==> config.mk <==
export PLATFORM = sky130hd
export DESIGN_NAME = idct_row_scatter8
export DESIGN_NICKNAME = d
export VERILOG_FILES = /design/src/rtl/idct_row_scatter8.sv
export SDC_FILE = /design/constraint.sdc
export NUM_CORES = 1
export LEC_CHECK = 0
export ABC_CLOCK_PERIOD_IN_PS = 4400
export CORE_MARGIN = 2
export CORE_UTILIZATION = 35
export DETAILED_ROUTE_END_ITERATION = 12
export GPL_TIMING_DRIVEN = 0
export SYNTH_ARGS = -nofsm -noshare
export SYNTH_HDL_FRONTEND = slang
export SYNTH_SLANG_ARGS = --single-unit
==> constraint.sdc <==
create_clock -name clock -period 4.4 [get_ports clock]
set_input_delay 0.44 -clock clock [delete_from_list [all_inputs] [get_ports clock]]
set_output_delay 0.44 -clock clock [all_outputs]
set_load 0.02 [all_outputs]
==> src/rtl/idct_row_scatter8.sv <==
// Round-robin dealer: one serial coefficient stream onto eight IDCT row lanes,
// with EOS broadcast to every lane and zero padding of partial rows.
module idct_row_scatter8 #(
  parameter int unsigned W = 16
) (
  input  logic         clock,
  input  logic         reset,
  input  logic [W-1:0] s_d,
  input  logic         s_e,
  input  logic         s_v,
  output logic         s_b,
  output logic [W-1:0] a0_d,
  output logic [W-1:0] a1_d,
  output logic [W-1:0] a2_d,
  output logic [W-1:0] a3_d,
  output logic [W-1:0] a4_d,
  output logic [W-1:0] a5_d,
  output logic [W-1:0] a6_d,
  output logic [W-1:0] a7_d,
  output logic         a0_e,
  output logic         a1_e,
  output logic         a2_e,
  output logic         a3_e,
  output logic         a4_e,
  output logic         a5_e,
  output logic         a6_e,
  output logic         a7_e,
  output logic         a0_v,
  output logic         a1_v,
  output logic         a2_v,
  output logic         a3_v,
  output logic         a4_v,
  output logic         a5_v,
  output logic         a6_v,
  output logic         a7_v,
  input  logic         a0_b,
  input  logic         a1_b,
  input  logic         a2_b,
  input  logic         a3_b,
  input  logic         a4_b,
  input  logic         a5_b,
  input  logic         a6_b,
  input  logic         a7_b,
  output logic [15:0]  row_cnt,
  output logic         err
);

  localparam int unsigned NL = 8;
  localparam int unsigned PW = 3;
  localparam int unsigned CW = 16;

  typedef enum logic [1:0] {
    ST_RUN   = 2'd0,
    ST_PAD   = 2'd1,
    ST_BCAST = 2'd2
  } state_e;

  state_e          state_q, state_d;
  logic [PW-1:0]   ptr_q, ptr_d;
  logic [NL-1:0]   mask_q, mask_d;
  logic [CW-1:0]   row_q, row_d;
  logic            err_q, err_d;

  logic [W-1:0]    lane_d_q [NL];
  logic [NL-1:0]   lane_e_q;
  logic [NL-1:0]   full_q;
  logic [NL-1:0]   lane_b;
  logic [NL-1:0]   free;

  // All lanes loaded in one cycle share the same payload.
  logic [NL-1:0]   load;
  logic [W-1:0]    load_d;
  logic            load_e;

  assign lane_b = {a7_b, a6_b, a5_b, a4_b, a3_b, a2_b, a1_b, a0_b};
  assign free   = ~full_q | ~lane_b;

  // Next-state, lane load selection and upstream back-pressure.
  always_comb begin
    state_d = state_q;
    ptr_d   = ptr_q;
    mask_d  = mask_q;
    row_d   = row_q;
    err_d   = err_q;
    load    = '0;
    load_d  = '0;
    load_e  = 1'b0;
    s_b     = 1'b1;
    case (state_q)
      ST_RUN: begin
        s_b = ~free[ptr_q];
        if (s_v && free[ptr_q]) begin
          if (!s_e) begin
            load[ptr_q] = 1'b1;
            load_d      = s_d;
            ptr_d       = ptr_q + PW'(1);
            if (ptr_q == PW'(NL - 1)) row_d = row_q + CW'(1);
          end else begin
            mask_d = '0;
            if (ptr_q == '0) begin
              state_d = ST_BCAST;
            end else begin
              err_d   = 1'b1;
              state_d = ST_PAD;
            end
          end
        end
      end
      ST_PAD: begin
        if (free[ptr_q]) begin
          load[ptr_q] = 1'b1;
          ptr_d       = ptr_q + PW'(1);
          if (ptr_q == PW'(NL - 1)) begin
            row_d   = row_q + CW'(1);
            mask_d  = '0;
            state_d = ST_BCAST;
          end
        end
      end
      ST_BCAST: begin
        load   = ~mask_q & free;
        load_e = 1'b1;
        mask_d = mask_q | free;
        if (mask_d == '1) begin
          ptr_d   = '0;
          state_d = ST_RUN;
        end
      end
      default: state_d = ST_RUN;
    endcase
  end

  // Control state registers.
  always_ff @(posedge clock or negedge reset) begin
    if (!reset) begin
      state_q <= ST_RUN;
      ptr_q   <= '0;
      mask_q  <= '0;
      row_q   <= '0;
      err_q   <= 1'b0;
    end else begin
      state_q <= state_d;
      ptr_q   <= ptr_d;
      mask_q  <= mask_d;
      row_q   <= row_d;
      err_q   <= err_d;
    end
  end

  // Lane output registers; a load wins over a same-cycle drain.
  always_ff @(posedge clock or negedge reset) begin
    if (!reset) begin
      for (int k = 0; k < NL; k++) lane_d_q[k] <= '0;
      lane_e_q <= '0;
      full_q   <= '0;
    end else begin
      for (int k = 0; k < NL; k++) begin
        if (load[k]) begin
          lane_d_q[k] <= load_d;
          lane_e_q[k] <= load_e;
          full_q[k]   <= 1'b1;
        end else if (full_q[k] && !lane_b[k]) begin
          full_q[k]   <= 1'b0;
        end
      end
    end
  end

  assign a0_d = lane_d_q[0];
  assign a1_d = lane_d_q[1];
  assign a2_d = lane_d_q[2];
  assign a3_d = lane_d_q[3];
  assign a4_d = lane_d_q[4];
  assign a5_d = lane_d_q[5];
  assign a6_d = lane_d_q[6];
  assign a7_d = lane_d_q[7];
  assign {a7_e, a6_e, a5_e, a4_e, a3_e, a2_e, a1_e, a0_e} = lane_e_q;
  assign {a7_v, a6_v, a5_v, a4_v, a3_v, a2_v, a1_v, a0_v} = full_q;
  assign row_cnt = row_q;
  assign err     = err_q;

endmodule

==> run_results.csv <==
group,metric,value,unit
logic_synthesis,synth_area,7020,µm²
layout,area_delta_synth_final,41.5,%
drt,vias,5679,
placed_design,gp_congestion,0.855,
cts,cts_buffers,17,
worst_hold_path,holdCritStartpoint,"err$_DFFE_PN0P_",
logic_synthesis,syn_avg_cell_area,10.6,µm²
critical_path,r2r_cells,7,
grt,grt_usage,20.6,%
placed_design,hpwl,15.7,mm
cts,cts_root_buf,"clkbuf_16",
placed_design,place_ws,1070,ps
cts,htree_levels,4,
drt,postRouteAntennaNets,0,
drt,wirelength,21.5,mm
critical_path,crit_family,"buffers and inverters",
layout,instances_no_fill,1148,
run,maxCapViolCount,0,
layout,final_cell_mix,"clkdlybuf4s50_1, dfrtp_1, nand2_1",
placed_design,io_buffers,189,
sta,fmax,298,MHz
logic_synthesis,synth_cells,660,
grt,antenna_found_initial,0,
layout,fill_cells,1811,
cts,cts_tree,"done",
floorplanning,die-area,21200,µm²
grt,grt_pass1_wl,33.9,mm
drt,drt_iter0_drc,343,
power,power_density,732,nW/µm²
cts,clockBufferDepth,2,
sta,fin_crit,3360,ps
logic_synthesis,async_reset_ff_share,100,%
placed_design,placed_area,9280,µm²
critical_path,cp_num_buf_inv,3,
critical_path,crit_path_max_fanout,10,
critical_path,timing.rr.start,"state_q[0]$_DFFE_PN0P_",
logic_synthesis,ys_ff_latch,174,
critical_path,end_kind,"output port",
critical_path,r2r_slack,2040,ps
floorplanning,fp.coreArea,19600,µm²
floorplanning,num_rows,51,
layout,final_cell_area,9930,µm²
floorplanning,ios,190,
placed_design,place_inst,1115,
logic_synthesis,synth_cell_types,42,
worst_hold_path,min_to,"err$_DFFE_PN0P_",
sta,relSlewSlack,47.2,%
cts,cts_num_sinks,174,
sta,finalSetupViolCount,0,
logic_synthesis,yosys_warnings,0,
grt,gr-total-overflow,0,
logic_synthesis,synth_edf_count,0,
critical_path,crit_chain,"clkdlybuf4s50_1, nand2_1, mux4_2, mux2i_1, buf_2, nor2_1, nand2_1, clkdlybuf4s50_1",
drt,wl_per_cell,18.7,µm
layout,final_common_cell,"clkdlybuf4s50_1",
logic_synthesis,synth.net_count,692,
cts,clk_latency,430,ps
power,p_leak,4.14,nW
critical_path,cp-start-kind,"input pin",
sta,hold_viol_final,0,
floorplanning,die_w,146,µm
critical_path,critPathKind,"input pin to output port",
sta,final_max_slew_viol_count,0,
sta,rsz0062_at_grt,"no",
critical_path,required,3960,ps
layout,final_nets,902,
critical_path,critPathSlowestCell,"clkdlybuf4s50_1",
sta,tightest_slew,786,ps
floorplanning,dieHeight,146,µm
sta,holdWs,460,ps
sta,period_share,76.3,%
grt,grt_max_degree,109,
layout,num_antenna_cells,0,
logic_synthesis,synth_seq_area_share,62.0,%
drt,via_per_inst,4.95,
worst_hold_path,hold_class,"register to register",
drt,drt_pass1_iterations,4,
run_status,status,"finished clean",
critical_path,cpPeakStageDelay,610,ps
drt,drc,0,
power,vdd_drop_max,0.303,mV
logic_synthesis,synthFlopType,"dfrtp_1",
sta,finClkSkew,13.2,ps
cts,postCtsSetupBuffers,0,
floorplanning,start_util,35.8,%
worst_hold_path,holdPathStages,1,
grt,grt_pass1_vias,5636,
critical_path,cp.arrival,2920,ps
cts,clk_pin_slew,70,ps
sta,fin_ws,1040,ps
layout,drive_above_1_share,7.59,%
critical_path,r2r_end,"a5_d[11]$_DFFE_PN0P_",
==> cells in the mapped netlist (all sizes together) (5+ instances only) <==
master / number / area (µm²)
a2111oi: 8 / 70.1
a21oi: 8 / 40.0
buf: 14 / 86.3
clkbuf: 25 / 93.8
dfrtp: 174 / 4350
nand2: 170 / 638
nand2b: 5 / 31.3
nand4b: 16 / 290
nor2: 21 / 78.8
nor4: 11 / 68.8
o21ai: 145 / 726
xor2: 15 / 131
==> where the power goes <==
group | switching, mW | total (mW) | internal [mW]
Sequential | 0.354 | 2.48 | 2.13
Clock | 0.734 | 1.61 | 0.877
Combinational | 1.88 | 3.18 | 1.30
Total | 2.97 | 7.27 | 4.30
==> layer usage <==
metal / track usage (%) / wire, µm
met1: 27.9 / 9790
met2: 32.6 / 10100
met3: 5.33 / 1230
met4: 6.72 / 428
met5: 0 / 0
==> layout make-up <==
cell class                 instances  area, µm²  area share [%]
multi-input combinational        443       2470            24.9
tap                              265        332            3.34
inverter                           4       15.0           0.151
sequential                       174       4350            43.8
clock buffer                      17        425            4.28
clock inverter                    15        220            2.22
timing repair buffer             191       1930            19.5
buffer                            39        180            1.81
==> through the flow <==
stage / util (%) / power [mW] / setup TNS, ps
2_1_floorplan: - / 4.15 / 0
3_3_place_gp: 47.2 / 5.67 / -778820
3_5_place_dp: 47.3 / 5.72 / 0
4_1_cts: 50.7 / 7.34 / 0
5_1_grt: 50.7 / 7.70 / 0
6_report: 50.7 / 7.27 / 0
==> registers in the layout (all words and copies together) (netlist names), 2 cells and up <==
register / flops
a0_d: 16
a1_d: 16
a2_d: 16
a3_d: 16
a4_d: 16
a5_d: 16
a6_d: 16
a7_d: 16
row_cnt: 16
full_q: 8
lane_e_q: 8
mask_q: 8
ptr_q: 3
state_q: 2
==> repair_timing <==
item	in CTS	in global routing
gates resized for setup	0	0
endpoints found under the hold margin	66	0
hold buffers	1	0
==> worst max-delay path by stage <==
stage	from	end	slack [ps]	cells after the start
final	a4_b	s_b	1040	8
after global routing	a4_b	s_b	860	8
after CTS	a5_b	s_b	1050	8
after detailed placement	a4_b	s_b	1070	8
after global placement	reset	a6_d[1]$_DFFE_PN0P_	-4490	1
after floorplan	full_q[6]$_DFFE_PN0P_	s_b	2270	6
==> cell families after synthesis <==
| group | count (synthesis) | share of synthesized area (%) |
|---|---|---|
| compound gates | 174 | 13.4 |
| xor+xnor | 15 | 1.87 |
| fa+ha+maj | 4 | 0.713 |
| buf+inv | 43 | 2.78 |
| flops | 174 | 62.0 |
| mux | 7 | 1.43 |
| simple gates | 243 | 17.8 |
Note: power is estimated with default switching activity, not from simulation.
